<file path="config.mk">
export PLATFORM = sky130hd
export DESIGN_NAME = sensor_reset_sequencer
export DESIGN_NICKNAME = d
export VERILOG_FILES = /design/src/rtl/sensor_reset_sequencer.sv
export SDC_FILE = /design/constraint.sdc
export NUM_CORES = 1
export LEC_CHECK = 0
export BUFFER_PORTS_ARGS = -buffer_cell sky130_fd_sc_hd__buf_2
export CAP_MARGIN = 10
export CELL_PAD_IN_SITES_DETAIL_PLACEMENT = 1
export CELL_PAD_IN_SITES_GLOBAL_PLACEMENT = 1
export CORE_MARGIN = 10
export CORE_UTILIZATION = 40
export CTS_CLUSTER_DIAMETER = 100
export DETAILED_ROUTE_END_ITERATION = 8
export PLACE_DENSITY = 0.81
export RECOVER_POWER = 25
export SLEW_MARGIN = 20
export SYNTH_ARGS = -nofsm -noshare
export SYNTH_HDL_FRONTEND = slang
export SYNTH_SLANG_ARGS = --single-unit
</file>
<file path="constraint.sdc">
create_clock -name clk_osc_bufg -period 2.92 [get_ports clk_osc_bufg]
set_input_delay 0 -clock clk_osc_bufg [delete_from_list [all_inputs] [get_ports clk_osc_bufg]]
set_output_delay 0 -clock clk_osc_bufg [all_outputs]
set_load 0.02 [all_outputs]
</file>
<file path="src/rtl/sensor_reset_sequencer.sv">
// Image-sensor power-up / re-arm sequencer: waits for stable PLL lock, enables the
// sensor clock, pulses the active-low sensor reset, then flags done after a settle time.
module sensor_reset_sequencer #(
    parameter int LOCK_STABLE_CYCLES   = 1000,
    parameter int CLK_PRE_CYCLES       = 200,
    parameter int RESET_ASSERT_CYCLES  = 500,
    parameter int RESET_RELEASE_CYCLES = 2000,
    parameter int CNT_W                = 16
) (
    input  logic clk_osc_bufg,
    input  logic reset_osc_bufg,
    input  logic i_pll_lock,
    input  logic i_reset_sensor,
    output logic o_sensor_clk_en,
    output logic o_reset_senser_n,
    output logic o_sensor_reset_done,
    output logic o_busy
);

    typedef enum logic [2:0] {
        ST_WAIT_LOCK = 3'd0,
        ST_CLK_PRE   = 3'd1,
        ST_ASSERT    = 3'd2,
        ST_RELEASE   = 3'd3,
        ST_DONE      = 3'd4
    } state_t;

    // Reload values are duration-1 so a state exits on the cycle the counter reads zero.
    localparam logic [CNT_W-1:0] LOCK_LOAD    = CNT_W'(LOCK_STABLE_CYCLES - 1);
    localparam logic [CNT_W-1:0] PRE_LOAD     = CNT_W'(CLK_PRE_CYCLES - 1);
    localparam logic [CNT_W-1:0] ASSERT_LOAD  = CNT_W'(RESET_ASSERT_CYCLES - 1);
    localparam logic [CNT_W-1:0] RELEASE_LOAD = CNT_W'(RESET_RELEASE_CYCLES - 1);
    localparam logic [CNT_W-1:0] CNT_ZERO     = CNT_W'(0);
    localparam logic [CNT_W-1:0] CNT_ONE      = CNT_W'(1);

    state_t           state_r;
    state_t           state_s;
    logic [CNT_W-1:0] cnt_r;
    logic [CNT_W-1:0] cnt_s;
    logic             req_d1_r;
    logic             req_rise_s;
    logic             cnt_zero_s;
    logic             clk_en_s;
    logic             rst_n_s;
    logic             done_s;

    assign req_rise_s = i_reset_sensor & ~req_d1_r;
    assign cnt_zero_s = (cnt_r == CNT_ZERO);

    // Request edge detector; loads zero while the block is held in reset.
    always_ff @(posedge clk_osc_bufg) begin
        if (reset_osc_bufg) begin
            req_d1_r <= 1'b0;
        end else begin
            req_d1_r <= i_reset_sensor;
        end
    end

    // Next-state and counter logic; lock loss overrides requests and counter expiry.
    always_comb begin
        state_s = state_r;
        cnt_s   = cnt_r - CNT_ONE;
        if ((state_r != ST_WAIT_LOCK) && !i_pll_lock) begin
            state_s = ST_WAIT_LOCK;
            cnt_s   = LOCK_LOAD;
        end else begin
            case (state_r)
                ST_WAIT_LOCK: begin
                    if (!i_pll_lock) begin
                        cnt_s = LOCK_LOAD;
                    end else if (cnt_zero_s) begin
                        state_s = ST_CLK_PRE;
                        cnt_s   = PRE_LOAD;
                    end else begin
                        cnt_s = cnt_r - CNT_ONE;
                    end
                end
                ST_CLK_PRE: begin
                    if (cnt_zero_s) begin
                        state_s = ST_ASSERT;
                        cnt_s   = ASSERT_LOAD;
                    end else begin
                        cnt_s = cnt_r - CNT_ONE;
                    end
                end
                ST_ASSERT: begin
                    if (cnt_zero_s) begin
                        state_s = ST_RELEASE;
                        cnt_s   = RELEASE_LOAD;
                    end else begin
                        cnt_s = cnt_r - CNT_ONE;
                    end
                end
                ST_RELEASE: begin
                    if (cnt_zero_s) begin
                        state_s = ST_DONE;
                        cnt_s   = CNT_ZERO;
                    end else begin
                        cnt_s = cnt_r - CNT_ONE;
                    end
                end
                ST_DONE: begin
                    if (req_rise_s) begin
                        state_s = ST_ASSERT;
                        cnt_s   = ASSERT_LOAD;
                    end else begin
                        cnt_s = cnt_r;
                    end
                end
                default: begin
                    state_s = ST_WAIT_LOCK;
                    cnt_s   = LOCK_LOAD;
                end
            endcase
        end
    end

    // Outputs decoded from the next state so they change on the edge entering it;
    // reset release is only possible in states where the clock is already enabled.
    always_comb begin
        clk_en_s = (state_s != ST_WAIT_LOCK);
        rst_n_s  = (state_s == ST_RELEASE) || (state_s == ST_DONE);
        done_s   = (state_s == ST_DONE);
    end

    // State, counter and registered outputs.
    always_ff @(posedge clk_osc_bufg) begin
        if (reset_osc_bufg) begin
            state_r             <= ST_WAIT_LOCK;
            cnt_r               <= LOCK_LOAD;
            o_sensor_clk_en     <= 1'b0;
            o_reset_senser_n    <= 1'b0;
            o_sensor_reset_done <= 1'b0;
            o_busy              <= 1'b1;
        end else begin
            state_r             <= state_s;
            cnt_r               <= cnt_s;
            o_sensor_clk_en     <= clk_en_s;
            o_reset_senser_n    <= rst_n_s;
            o_sensor_reset_done <= done_s;
            o_busy              <= ~done_s;
        end
    end

endmodule
</file>
## Word-level counts from Yosys, hierarchy flattened

Index checks and enable logic that the tools add are counted.

| cells by class | value |
|---|---|
| div/mod/pow operators | 0 |
| multiplexer cells | 15 |
| reductions and logical operators | 8 |
| $lt $le $gt $ge | 0 |
| bitwise gates (word level) | 3 |
| $add $sub $neg | 1 |
| eq/ne operators | 7 |
| multipliers | 0 |
| shift-type cells | 0 |

Operator list:

| cell | number |
|---|---|
| $mux W16 | 6 |
| $pmux W16 S5 | 1 |
| $mux W3 | 7 |
| $logic_not A16 Y1 | 1 |
| $sub A16 B1 Y16 const B | 1 |
| $pmux W3 S5 | 1 |
| $eq A3 B2 Y1 const B | 3 |
| $eq A3 B3 Y1 const B | 2 |
| $reduce_bool A3 Y1 | 2 |
| $eq A3 B1 Y1 const B | 1 |
| $logic_not A3 Y1 | 1 |
| $ne A2 B2 Y1 const B | 1 |
| $not A1 Y1 | 2 |
| $reduce_or A2 Y1 | 1 |
| $and A1 B1 Y1 | 1 |
| $logic_and A1 B1 Y1 | 1 |
| $logic_not A1 Y1 | 1 |
| $logic_or A1 B1 Y1 | 1 |

| storage, ports and cells | value |
|---|---|
| word-level logic and storage cells | 41 |
| latch bits | 0 |
| output and inout port bits | 4 |
| ROM bits | 0 |
| flip-flop bits (word level) | 24 |
| bits of input ports | 4 |
| memories kept | 0 |
| bits in writable memories | 0 |

## Depth between registers and ports, before layout

Gate-level depths: netlist (run 1).

| logic depth | value |
|---|---|
| depth after elaboration | 7 |
| mapped depth | 8 |
| gate-level depth less buffers | 7 |

## Worst setup path before layout (run 1)

OpenSTA, ideal clock, no wires.

| timing | value |
|---|---|
| path type | flip-flop to flip-flop |
| from | reg cnt_r[0] |
| to | reg o_sensor_clk_en |
| arrival | 2459 ps |
| stages on the path, launching flop included | 8 |
| buffers on the path | 0 |
| period minus slack after synthesis | 2586 ps |
| path slack | 334 ps |
| cells stage by stage | dfxtp_1 -> inv_1 -> ha_1 -> or4b_2 -> nor4_4 -> mux2_2 -> a32o_2 -> or3_1 |

| on the way | value |
|---|---|
| longest elaborated chain between the ends | 6 |

RTL lines:

| what | line | source |
|---|---|---|
| start: declaration | 38 | `logic [CNT_W-1:0] cnt_r;` |
| start signal: assignment | 137 | `cnt_r <= cnt_s;` |
| $logic_not A16 Y1 * | 48 | `assign cnt_zero_s = (cnt_r == CNT_ZERO);` |
| $mux W3 | 71 | `end else if (cnt_zero_s) begin` |
| $mux W3 | 69 | `if (!i_pll_lock) begin` |
| $pmux W3 S5 * | 67 | `case (state_r)` |
| $mux W3 * | 63 | `if ((state_r != ST_WAIT_LOCK) && !i_pll_lock) begin` |
| $reduce_bool A3 Y1 * | 121 | `clk_en_s = (state_s != ST_WAIT_LOCK);` |
| end signal: assignment | 138 | `o_sensor_clk_en <= clk_en_s;` |
| end: declaration | 14 | `output logic o_sensor_clk_en,` |

Every way passes the cells marked *; elsewhere a longest branch is shown, timed or not.
A chain may end at the register's enable or synchronous reset.

## Worst setup path in the final report (run 1)

Same ends and word-level chain as after synthesis.

==> results of run 1 <==
[flip-flops by register name (all words and copies together) (netlist names)]
| register | cells |
|---|---|
| o_reset_senser_n | 1 |
| o_sensor_clk_en | 1 |
| req_d1_r | 1 |
| o_sensor_reset_done | 1 |
| cnt_r | 16 |
| o_busy | 1 |
| state_r | 3 |
[cells in the final DEF (no fill, tap or decap), types with 2 or more instances in the layout]
master,instances
sky130_fd_sc_hd__ha_1,2
sky130_fd_sc_hd__o31ai_1,6
sky130_fd_sc_hd__a211oi_1,2
sky130_fd_sc_hd__or3_2,2
sky130_fd_sc_hd__or2_2,2
sky130_fd_sc_hd__inv_1,7
sky130_fd_sc_hd__o22ai_1,2
sky130_fd_sc_hd__a311oi_1,2
sky130_fd_sc_hd__dlygate4sd3_1,2
sky130_fd_sc_hd__a21oi_1,14
sky130_fd_sc_hd__a31oi_1,3
sky130_fd_sc_hd__or3_1,2
sky130_fd_sc_hd__o21ai_0,7
sky130_fd_sc_hd__clkbuf_4,3
sky130_fd_sc_hd__clkbuf_1,6
sky130_fd_sc_hd__buf_2,2
sky130_fd_sc_hd__o22a_1,2
sky130_fd_sc_hd__nor3_1,13
sky130_fd_sc_hd__nand2_1,9
sky130_fd_sc_hd__xnor2_1,2
sky130_fd_sc_hd__dfxtp_1,24
sky130_fd_sc_hd__nor2_1,22
sky130_fd_sc_hd__nand3_1,5
sky130_fd_sc_hd__buf_4,2
sky130_fd_sc_hd__a22oi_1,2
sky130_fd_sc_hd__mux2i_1,3
sky130_fd_sc_hd__nand4_1,2
sky130_fd_sc_hd__and2_1,2
sky130_fd_sc_hd__nor4_1,5
sky130_fd_sc_hd__nand2b_1,6
sky130_fd_sc_hd__or4_1,3
sky130_fd_sc_hd__nor2b_1,3
[final timing paths]
check             start               to  depth (start not counted)
max            cnt_r[0]  o_sensor_clk_en                          7
min          i_pll_lock       state_r[1]                          2
max reg2reg    cnt_r[0]  o_sensor_clk_en                          7
min reg2reg   cnt_r[10]        cnt_r[10]                          2
[per-stage QoR]
stage / utilization / hold slack (ps) / total power, mW
3_3_place_gp: 0.4374 / 224.9 / 0.3717
5_1_grt: 0.4557 / 65.07 / 0.6459
4_1_cts: 0.4586 / 64.98 / 0.6235
3_5_place_dp: 0.4374 / 229.9 / 0.3743
2_1_floorplan: - / 71.61 / 0.3615
6_report: 0.4557 / 49.42 / 0.6266
[routing by layer]
| layer | vias to the layer above | track usage | share of wire | wire length (um) |
|---|---|---|---|---|
| met5 | - | 0 | 0 | 0 |
| met4 | 0 | 0.05458 | 0.012 | 53 |
| met3 | 5 | 0.02815 | 0.030 | 127 |
| met2 | 25 | 0.2552 | 0.52 | 2233 |
| met1 | 686 | 0.1640 | 0.44 | 1884 |
| li1 | 686 | - | - | - |
[area by class of cell]
class                      instances  area share
multi-input combinational        141      0.5603
tap                               46     0.03698
timing repair buffer              12     0.04341
clock buffer                       3     0.01447
sequential                        24      0.3087
clock inverter                     1     0.01929
inverter                           7     0.01688
[kinds of logic (layout without fill, tap and decap cells)]
kind of cell | Yosys count | count (layout) | share of synthesized area
AOI/OAI and AO/OA | 50 | 50 | 0.2318
xor gates and xnor gates | 3 | 3 | 0.01823
adders and majority gates | 2 | 2 | 0.01736
buffers and inverters | 18 | 23 | 0.06163
DFF | 24 | 24 | 0.3333
muxes | 4 | 4 | 0.02865
and+or+nand+nor | 82 | 82 | 0.3090
[power breakdown]
part	switching [mW]	internal [mW]
Combinational	0.0237	0.0133
Clock	0.118	0.139
Sequential	0.00240	0.330
[repair_timing]
action | 4_1_cts | 5_1_grt
setup buffers | 0 | 0
hold buffers | 2 | 0
hold endpoints to repair | 2 | 0
==> load_flow_metrics.sql, run 1 <==
INSERT INTO impl_metrics (metric_group, metric, value, unit) VALUES
('clocking', 'total_of_cells_resized_after_clock_tree_synthesis', '0', ''),
('sta', 'setup_viol_count_final', '0', ''),
('floorplan', 'initial_utilization', '0.4220', ''),
('cells_and_area', 'area_of_the_multi_input_gates', '872.1', 'um2'),
('route', 'routed_via_density', '5.991', ''),
('sta', 'hold_viol', '0', ''),
('placed_design', 'dpl.hpwl', '3211', 'um'),
('global_routing', 'grt_start_max_net_pins', '16', ''),
('cells_and_area', 'nets', '195', ''),
('yosys', 'yosys_register_bits', '24', ''),
('sta', 'fin_worst_skew', '16.77', 'ps'),
('yosys', 'yosysMostFrequentCell', 'sky130_fd_sc_hd__dfxtp_1', ''),
('cells_and_area', 'final_instance_count_excl_fillers', '234', ''),
('global_routing', 'number_of_global_route_vias_before_repair', '1482', ''),
('placed_design', 'placed_cells_incl_taps', '228', ''),
('yosys', 'ys_top_cells_by_area', 'sky130_fd_sc_hd__dfxtp_1, sky130_fd_sc_hd__nor2_1, sky130_fd_sc_hd__a21oi_1', ''),
('power_and_ir_drop', 'irDropWorstVdd', '215.1', 'uV'),
('sta', 'setup_slack_after_layout', '303.4', 'ps'),
('clocking', 'insertion_delay', '350', 'ps'),
('run', 'max_cap_violations', '0', ''),
('sta', 'post-route-period-util', '0.8961', ''),
('global_routing', 'grt_util_all_layers', '0.1437', ''),
('clocking', 'cts_max_path_buffers', '2', ''),
('critical_path', 'r2r_slack', '300', 'ps'),
('cells_and_area', 'sequential_cell_area', '480.5', 'um2'),
('cells_and_area', 'num-fill-cells', '442', ''),
('global_routing', 'grt_first_pass_wirelength', '7355', 'um'),
('outcome', 'run_status', 'finished, final reports clean', ''),
('yosys', 'post_synth_edffs', '0', ''),
('floorplan', 'die-width', '80.03', 'um'),
('yosys', 'post-synth-top-area-fraction', '0.3333', ''),
('clocking', 'h-tree-depth', '1', ''),
('floorplan', 'floorplan.rows', '21', ''),
('placed_design', 'gp_congestion', '0.8801', ''),
('placed_design', 'post-place-ws', '327.1', 'ps'),
('floorplan', 'top_level_ports', '8', ''),
('floorplan', 'placeableCoreArea', '0.003416', 'mm2'),
('placed_design', 'numPortBuffers', '7', ''),
('floorplan', 'die_ar', '0.006405', 'mm2'),
('clocking', 'cts.clk_slew.worst_paths', '160', 'ps'),
('sta', 'final.min_clock_period', '2617', 'ps'),
('global_routing', 'globalRouteOverflowTotal', '0', ''),
('critical_path', 'crit_path_max_fanout', '7', ''),
('clocking', 'cts_made_buffers', '3', ''),
('placed_design', 'cell_area_reported_after_detailed_placement', '0.001494', 'mm2'),
('clocking', 'tritoncts_num_sinks', '24', ''),
('critical_path', 'critical_path.top_delay_family', 'simple AND/OR/NAND/NOR gates', ''),
('critical_path', 'cp_cell_sequence', 'inv_1 > ha_1 > or4b_2 > nor4_4 > mux2_2 > a32o_2 > or3_1', ''),
('global_routing', 'antenna_found_initial', '0', ''),
('cells_and_area', 'antenna-diode-count', '0', ''),
('sta', 'timing.slew.headroom', '0.5530', ''),
('critical_path', 'worst_path_max_delay_cell', 'sky130_fd_sc_hd__or4b_2', ''),
('critical_path', 'kind_of_start_point_of_the_critical_path', 'flip-flop', ''),
('route', 'finalWirelength', '4298', 'um'),
('yosys', 'yosys_warnings', '0', ''),
('route', 'detail_route.first_pass.iterations', '4', ''),
('power_and_ir_drop', 'p_leak', '0.5270', 'nW'),
('yosys', 'synthTopCellsByCount', 'sky130_fd_sc_hd__dfxtp_1, sky130_fd_sc_hd__nor2_1, sky130_fd_sc_hd__a21oi_1, sky130_fd_sc_hd__nor3_1, sky130_fd_sc_hd__nand2_1', ''),
('min_path', 'holdCritPathClass', 'primary input to flip-flop', ''),
('critical_path', 'crit_path_category', 'flip-flop to flip-flop', ''),
('clocking', 'clockRootBuffer', 'sky130_fd_sc_hd__clkbuf_4', ''),
('yosys', 'synth_seq_area_share', '0.3333', ''),
('yosys', 'share_of_async_settable_or_async_resettable_flops_after_synthesis', '0', ''),
('cells_and_area', 'drive_gt1_frac', '0.1011', ''),
('yosys', 'synthDistinctLibCells', '51', ''),
('sta', 'timing_max_transition_violations_final', '0', ''),
('sta', 'rsz_0062_raised_after_global_routing', 'false', ''),
('yosys', 'main_synth_ff_type', 'sky130_fd_sc_hd__dfxtp_1', ''),
('floorplan', 'die_h', '80.03', 'um'),
('sta', 'worst_pin_slew', '663.5', 'ps'),
('critical_path', 'required', '3180', 'ps');
Note: power is estimated with default switching activity, not from simulation.
==> run 2: changes to the inputs <==
- CAP_MARGIN: 10 -> unset
- RECOVER_POWER: 25 -> 50
==> run 2 against run 1 <==
Compared with the run above: die area is the same; non-clock buffer count is the same; combinational power is essentially flat; utilization shrank 0.11 points; clock-buffer cell count is the same; critical path depth is the same; final area shrank 0.24%; highest routed layer unchanged; total power is essentially flat; clock power is essentially flat; setup slack is essentially flat; cell count is the same.
==> load_flow_metrics.sql, run 2 (synthesized netlist as in run 1, its figures left out) <==
INSERT INTO impl_metrics (metric_group, metric, value, unit) VALUES
('critical_path', 'critical_path.top_delay_family', 'simple AND/OR/NAND/NOR gates', ''),
('sta', 'setup_viol_count_final', '0', ''),
('critical_path', 'crit_path_category', 'flip-flop to flip-flop', ''),
('sta', 'hold_viol', '0', ''),
('clocking', 'cts_made_buffers', '3', ''),
('cells_and_area', 'num-fill-cells', '444', ''),
('critical_path', 'critical_path.n_buffers_inverters', '1', ''),
('floorplan', 'die_ar', '0.006405', 'mm2'),
('global_routing', 'grt_util_all_layers', '0.1437', ''),
('clocking', 'total_of_cells_resized_after_clock_tree_synthesis', '0', ''),
('route', 'routed_via_density', '5.983', ''),
('power_and_ir_drop', 'report.power.total', '626.6', 'uW'),
('sta', 'fin_worst_skew', '16.83', 'ps'),
('power_and_ir_drop', 'share_comb_of_total_power', '0.059', ''),
('power_and_ir_drop', 'power.share.clock', '0.411', ''),
('sta', 'timing_max_transition_violations_final', '0', ''),
('min_path', 'holdCritPathClass', 'primary input to flip-flop', ''),
('cells_and_area', 'antenna-diode-count', '0', ''),
('power_and_ir_drop', 'p_leak', '0.5240', 'nW'),
('global_routing', 'antenna_found_initial', '0', ''),
('global_routing', 'globalRouteOverflowTotal', '0', ''),
('critical_path', 'cp.arrival', '2870', 'ps'),
('floorplan', 'die-width', '80.03', 'um'),
('critical_path', 'kind_of_start_point_of_the_critical_path', 'flip-flop', ''),
('clocking', 'tritoncts', 'built', ''),
('critical_path', 'cpPeakStageDelay', '620', 'ps'),
('sta', 'fmax', '382.2', 'MHz'),
('route', 'finalWirelength', '4298', 'um'),
('route', 'violation_count_after_the_first_detailed_route_iteration', '64', ''),
('sta', 'rsz_0062_raised_after_global_routing', 'false', ''),
('run', 'max_cap_violations', '0', ''),
('critical_path', 'cp_cell_sequence', 'inv_1 > ha_1 > or4b_2 > nor4_4 > mux2_2 > a32o_2 > or3_1', ''),
('clocking', 'cts_max_path_buffers', '2', ''),
('placed_design', 'gp_congestion', '0.8801', ''),
('power_and_ir_drop', 'power.sequential.fraction', '0.530', ''),
('route', 'vias', '1400', ''),
('sta', 'timing.slew.headroom', '0.5530', ''),
('placed_design', 'cell_area_reported_after_detailed_placement', '0.001494', 'mm2'),
('clocking', 'postCtsSetupBuffers', '0', ''),
('cells_and_area', 'drive_gt1_frac', '0.09574', ''),
('sta', 'final.min_clock_period', '2616', 'ps'),
('clocking', 'cts.clk_slew.worst_paths', '160', 'ps'),
('route', 'remaining_drc_errors', '0', ''),
('cells_and_area', 'mostFrequentLayoutCells', 'sky130_fd_sc_hd__dfxtp_1, sky130_fd_sc_hd__nor2_1, sky130_fd_sc_hd__a21oi_1', ''),
('cells_and_area', 'mostFrequentLayoutCell', 'sky130_fd_sc_hd__dfxtp_1', ''),
('power_and_ir_drop', 'irDropWorstVdd', '215.1', 'uV'),
('critical_path', 'crit_path_max_fanout', '7', ''),
('floorplan', 'placeableCoreArea', '0.003416', 'mm2'),
('cells_and_area', 'top_register', 'cnt_r', ''),
('power_and_ir_drop', 'net-switching-power', '144.3', 'uW'),
('clocking', 'h-tree-depth', '1', ''),
('floorplan', 'top_level_ports', '8', ''),
('cells_and_area', 'largest_reg_flops', '16', ''),
('clocking', 'insertion_delay', '350', 'ps'),
('global_routing', 'grt_start_max_net_pins', '16', ''),
('cells_and_area', 'nets', '195', ''),
('sta', 'worst_pin_slew', '663.5', 'ps'),
('clocking', 'clockRootBuffer', 'sky130_fd_sc_hd__clkbuf_4', ''),
('power_and_ir_drop', 'power-per-cell-area', '403.5', 'mW/mm2'),
('placed_design', 'dpl.hpwl', '3211', 'um'),
('route', 'wl_per_cell', '18.37', 'um'),
('clocking', 'tritoncts_num_sinks', '24', ''),
('floorplan', 'die_h', '80.03', 'um'),
('critical_path', 'worst_path_max_delay_cell', 'sky130_fd_sc_hd__or4b_2', ''),
('floorplan', 'initial_utilization', '0.4220', ''),
('cells_and_area', 'layout_top_registers', 'cnt_r x16, state_r x3', ''),
('cells_and_area', 'syn2layout_area_growth', '7.726', '%'),
('power_and_ir_drop', 'swShare', '0.2303', ''),
('placed_design', 'numPortBuffers', '7', ''),
('route', 'detail_route.first_pass.iterations', '4', ''),
('sta', 'post-route-period-util', '0.8960', ''),
('critical_path', 'crit_path_end_kind', 'flip-flop', ''),
('power_and_ir_drop', 'internal_power', '482.3', 'uW'),
('global_routing', 'number_of_global_route_vias_before_repair', '1482', ''),
('route', 'drt.antenna.violating_nets', '0', ''),
('floorplan', 'floorplan.rows', '21', ''),
('outcome', 'run_status', 'finished, final reports clean', ''),
('critical_path', 'required', '3180', 'ps'),
('global_routing', 'grt_first_pass_wirelength', '7355', 'um'),
('cells_and_area', 'layout.cell_area.non_filler', '0.001553', 'mm2'),
('sta', 'final.setup.tns', '0', 'ps');
## run 2: cell count changes in the layout (fill, tap and decap cells not counted), sizes merged
cell    before  now
clkbuf       9   10
buf          4    3
## run 2: worst paths after layout
kind	depth (start not counted)	start	slack (ps)	end
setup reg to reg	7	cnt_r[0]	300	o_sensor_clk_en
hold / removal	2	i_pll_lock	50	state_r[1]
setup / recovery	7	cnt_r[0]	300	o_sensor_clk_en
hold reg to reg	2	cnt_r[10]	530	cnt_r[10]
## run 2: cell type report
type,count,area [um2],share of cell area
clock buffers,3,22.52,0.01450
clock inverters,1,30.03,0.01934
inverters,7,26.28,0.01692
multi-input cells,141,872.1,0.5616
flip-flops and latches,24,480.5,0.3094
well taps,46,57.56,0.03707
repair buffers,12,63.81,0.04110
## run 2: through the flow
step / worst slack [ps] / hold WS (ps) / cells / utilization
finish: 303.8 / 49.42 / 234 / 0.4546
global route: 237.3 / 65.07 / 234 / 0.4546
CTS: 300.3 / 64.98 / 234 / 0.4586
detailed placement: 327.1 / 229.9 / 228 / 0.4374
global placement: 423.7 / 224.9 / 228 / 0.4374
floorplan: 333.9 / 71.61 / 183 / -
## run 2: worst reg2reg max path, stage by stage (launching register included)
cell and delay [ps]:
sky130_fd_sc_hd__dfxtp_1 400, sky130_fd_sc_hd__inv_1 120, sky130_fd_sc_hd__ha_1 160, sky130_fd_sc_hd__or4b_2 620, sky130_fd_sc_hd__nor4_4 290, sky130_fd_sc_hd__mux2_2 370, sky130_fd_sc_hd__a32o_2 230, sky130_fd_sc_hd__or3_1 330
## run 2: routing by layer
| metal | global-route usage | part of all wire | vias up |
|---|---|---|---|
| met5 | 0 | 0 | - |
| met4 | 0.05458 | 0.012 | 0 |
| met3 | 0.02815 | 0.030 | 5 |
| met2 | 0.2552 | 0.52 | 25 |
| met1 | 0.1640 | 0.44 | 684 |
| li1 | - | - | 686 |
## run 2: repair_timing
action | in CTS | in global routing
endpoints found under the hold margin | 2 | 0
hold buffers | 2 | 0
endpoints found under the setup margin | 0 | 0
## run 2: power groups by stage
stage	combinational, mW	sequential (mW)	clock [mW]
3_3_place_gp	0.0331	0.339	0
6_report	0.0370	0.332	0.257
4_1_cts	0.0374	0.332	0.254
2_1_floorplan	0.0233	0.338	0
5_1_grt	0.0414	0.333	0.272
3_5_place_dp	0.0351	0.339	0
==> run 3: changes to the inputs <==
- ABC_AREA: unset -> 1
- PLACE_DENSITY: 0.81 -> 0.83
==> run 3 against run 2 <==
Compared with the run above: register-to-register slack improved by 690 ps; cell count increased by 36%; combinational power decreased by 3%; via count increased by 17%; first-iteration DRC count increased by 11%; non-clock buffer count decreased by 2; critical path type unchanged; highest routed layer unchanged.
==> load_flow_metrics.sql, run 3 <==
INSERT INTO impl_metrics (metric_group, metric, value, unit) VALUES
('outcome', 'run_status', 'finished, final reports clean', ''),
('critical_path', 'timing.rr.start', 'cnt_r[0]', ''),
('cells_and_area', 'largest_reg_flops', '16', ''),
('critical_path', 'crit_path_category', 'flip-flop to flip-flop', ''),
('global_routing', 'antenna_found_initial', '0', ''),
('placed_design', 'numPortBuffers', '7', ''),
('critical_path', 'cp_cell_sequence', 'inv_1 > ha_1 > nand3_1 > nor2_1 > nand2_1 > inv_6 > nor2_1 > nand3_1 > a21oi_1', ''),
('clocking', 'clockRootBuffer', 'sky130_fd_sc_hd__clkbuf_8', ''),
('route', 'wl_per_cell', '15.09', 'um'),
('floorplan', 'top_level_ports', '8', ''),
('sta', 'final.min_clock_period', '1927', 'ps'),
('route', 'drt.antenna.violating_nets', '0', ''),
('clocking', 'cts_max_path_buffers', '2', ''),
('cells_and_area', 'end_of_flow_core_utilization', '0.4498', ''),
('clocking', 'cts.clk_slew.worst_paths', '90', 'ps'),
('yosys', 'syn-cell-area', '0.001718', 'mm2'),
('placed_design', 'gp_congestion', '0.8683', ''),
('sta', 'fmax', '518.9', 'MHz'),
('yosys', 'ys_top_cells_by_area', 'sky130_fd_sc_hd__dfxtp_1, sky130_fd_sc_hd__nand2_1, sky130_fd_sc_hd__nor2_4', ''),
('route', 'remaining_drc_errors', '0', ''),
('floorplan', 'die_h', '85.54', 'um'),
('floorplan', 'die-width', '85.54', 'um'),
('clocking', 'tritoncts', 'built', ''),
('yosys', 'yosys_register_bits', '24', ''),
('sta', 'rsz_0062_raised_after_global_routing', 'false', ''),
('yosys', 'synth_fp_nets', '263', ''),
('route', 'vias', '1643', ''),
('power_and_ir_drop', 'power-per-cell-area', '333.2', 'mW/mm2'),
('clocking', 'insertion_delay', '280', 'ps'),
('power_and_ir_drop', 'report.power.total', '612.4', 'uW'),
('placed_design', 'dpl.hpwl', '3630', 'um'),
('critical_path', 'critical_path.n_buffers_inverters', '2', ''),
('critical_path', 'crit_path_max_fanout', '8', ''),
('floorplan', 'die_ar', '0.007316', 'mm2'),
('yosys', 'post-synth-top-area-cell', 'sky130_fd_sc_hd__dfxtp_1', ''),
('yosys', 'synthesis.area_per_instance', '6.684', 'um2'),
('power_and_ir_drop', 'irDropWorstVdd', '242.9', 'uV'),
('critical_path', 'timing.critical_path.to', 'cnt_r[15]', ''),
('route', 'detail_route.first_pass.iterations', '4', ''),
('critical_path', 'critical_path.top_delay_family', 'simple AND/OR/NAND/NOR gates', ''),
('cells_and_area', 'drive_gt1_frac', '0.1673', ''),
('critical_path', 'r2r_slack', '990', 'ps'),
('critical_path', 'critical_path.startpoint', 'cnt_r[0]', ''),
('critical_path', 'rr_endpoint', 'cnt_r[15]', ''),
('sta', 'post-route-period-util', '0.6600', ''),
('sta', 'timing_max_transition_violations_final', '0', ''),
('global_routing', 'grt_start_max_net_pins', '19', ''),
('clocking', 'cts_made_buffers', '3', ''),
('critical_path', 'timing.critical_path.depth', '9', ''),
('yosys', 'post_synth_edffs', '0', ''),
('clocking', 'h-tree-depth', '1', ''),
('sta', 'final.setup.tns', '0', 'ps'),
('global_routing', 'grt_first_pass_wirelength', '8466', 'um'),
('yosys', 'synth_seq_area_share', '0.2797', ''),
('yosys', 'yosys_warnings', '0', ''),
('floorplan', 'placeableCoreArea', '0.004086', 'mm2'),
('cells_and_area', 'antenna-diode-count', '0', ''),
('sta', 'worst_pin_slew', '532.0', 'ps'),
('sta', 'timing.slew.headroom', '0.6440', ''),
('sta', 'hold_viol', '0', ''),
('global_routing', 'grt_util_all_layers', '0.1404', ''),
('cells_and_area', 'layout_top_registers', 'cnt_r x16, state_r x3', ''),
('cells_and_area', 'top_register', 'cnt_r', ''),
('cells_and_area', 'syn2layout_area_growth', '6.992', '%'),
('cells_and_area', 'mostFrequentLayoutCell', 'sky130_fd_sc_hd__nand2_1', ''),
('yosys', 'synthTopCellsByCount', 'sky130_fd_sc_hd__nand2_1, sky130_fd_sc_hd__inv_1, sky130_fd_sc_hd__dfxtp_1, sky130_fd_sc_hd__nor2_1', ''),
('sta', 'fin_worst_skew', '3.850', 'ps'),
('critical_path', 'cp.arrival', '2150', 'ps'),
('route', 'finalWirelength', '4815', 'um'),
('yosys', 'synthDistinctLibCells', '32', ''),
('clocking', 'tritoncts_num_sinks', '24', ''),
('critical_path', 'worst_path_max_delay_cell', 'sky130_fd_sc_hd__dfxtp_1', ''),
('yosys', 'main_synth_ff_type', 'sky130_fd_sc_hd__dfxtp_1', ''),
('critical_path', 'worst_reg_to_reg_path_cell_count', '9', ''),
('power_and_ir_drop', 'p_leak', '0.9044', 'nW'),
('yosys', 'post_synth_inst_count', '257', ''),
('yosys', 'share_of_async_settable_or_async_resettable_flops_after_synthesis', '0', ''),
('cells_and_area', 'mostFrequentLayoutCells', 'sky130_fd_sc_hd__nand2_1, sky130_fd_sc_hd__inv_1, sky130_fd_sc_hd__dfxtp_1', ''),
('floorplan', 'initial_utilization', '0.4204', ''),
('min_path', 'holdPathStages', '3', ''),
('floorplan', 'floorplan.rows', '23', ''),
('clocking', 'total_of_cells_resized_after_clock_tree_synthesis', '0', ''),
('yosys', 'post-synth-top-area-fraction', '0.2797', ''),
('yosys', 'yosysMostFrequentCell', 'sky130_fd_sc_hd__nand2_1', ''),
('clocking', 'postCtsSetupBuffers', '0', ''),
('critical_path', 'cpPeakStageDelay', '340', 'ps'),
('global_routing', 'number_of_global_route_vias_before_repair', '1760', ''),
('min_path', 'holdCritPathClass', 'primary input to flip-flop', ''),
('cells_and_area', 'nets', '276', ''),
('critical_path', 'required', '3140', 'ps'),
('route', 'violation_count_after_the_first_detailed_route_iteration', '71', ''),
('route', 'routed_via_density', '5.150', ''),
('sta', 'setup_viol_count_final', '0', ''),
('critical_path', 'kind_of_start_point_of_the_critical_path', 'flip-flop', ''),
('run', 'max_cap_violations', '0', ''),
('critical_path', 'crit_path_end_kind', 'flip-flop', ''),
('global_routing', 'globalRouteOverflowTotal', '0', '');
## run 3: power breakdown
group / internal (mW) / switching (mW) / leakage, nW
Combinational: 0.0119 / 0.0241 / 0.681
Clock: 0.121 / 0.125 / 0.0288
Sequential: 0.329 / 0.00122 / 0.194
Total: 0.462 / 0.150 / 0.904
## run 3: area by class of cell
type                            instances  area [um2]
Clock buffer                            4       55.05
Multi-Input combinational cell        197        1050
Timing Repair Buffer                   10       56.30
Fill cell                             568        2248
Sequential cell                        24       480.5
Tap cell                               50       62.56
Inverter                               34       133.9
## run 3: tightest hold or removal path, stage by stage
cell,delay [ps]
sky130_fd_sc_hd__buf_2,130
sky130_fd_sc_hd__o21ai_4,170
sky130_fd_sc_hd__a21oi_1,150
## run 3: worst min path at each step
stage                         from   endpoint
detailed placement  reset_osc_bufg   req_d1_r
finish                  i_pll_lock   cnt_r[3]
global route            i_pll_lock   cnt_r[3]
global placement    reset_osc_bufg   req_d1_r
CTS                     i_pll_lock  cnt_r[15]
floorplan           reset_osc_bufg   req_d1_r
## run 3: metrics by stage
stage / hold WS, ps / setup slack [ps] / cell area, um2 / std cells
4_1_cts: 215.7 / 1244 / 1879 / 319
6_report: 202.2 / 992.8 / 1838 / 319
3_5_place_dp: 176.2 / 1271 / 1804 / 313
2_1_floorplan: 72.38 / 1516 / 1718 / 257
5_1_grt: 238.3 / 740.7 / 1838 / 319
3_3_place_gp: 172.2 / 1334 / 1804 / 313
## run 3: logic make-up (layout without fill, tap and decap cells)
kind of cell / count (synthesis) / after routing / share of synthesized area
AND/OR/NAND/NOR: 151 / 151 / 0.4632
flip-flops: 24 / 24 / 0.2797
buffers and inverters: 36 / 48 / 0.08886
adder cells (fa/ha/maj): 2 / 2 / 0.01456
XOR/XNOR: 4 / 4 / 0.02040
AO/OA/AOI/OAI: 40 / 40 / 0.1333
## run 3: layer usage
metal,up-vias,GRT usage,share of wire
met4,0,0.06138,0.022
met3,7,0.01892,0.016
met1,775,0.1699,0.48
met2,12,0.2405,0.48
met5,-,0,0
li1,849,-,-
## run 3: what timing repair did
action                                  4_1_cts  5_1_grt
hold endpoints to repair                      1        0
hold buffers                                  2        0
endpoints found under the setup margin        0        0
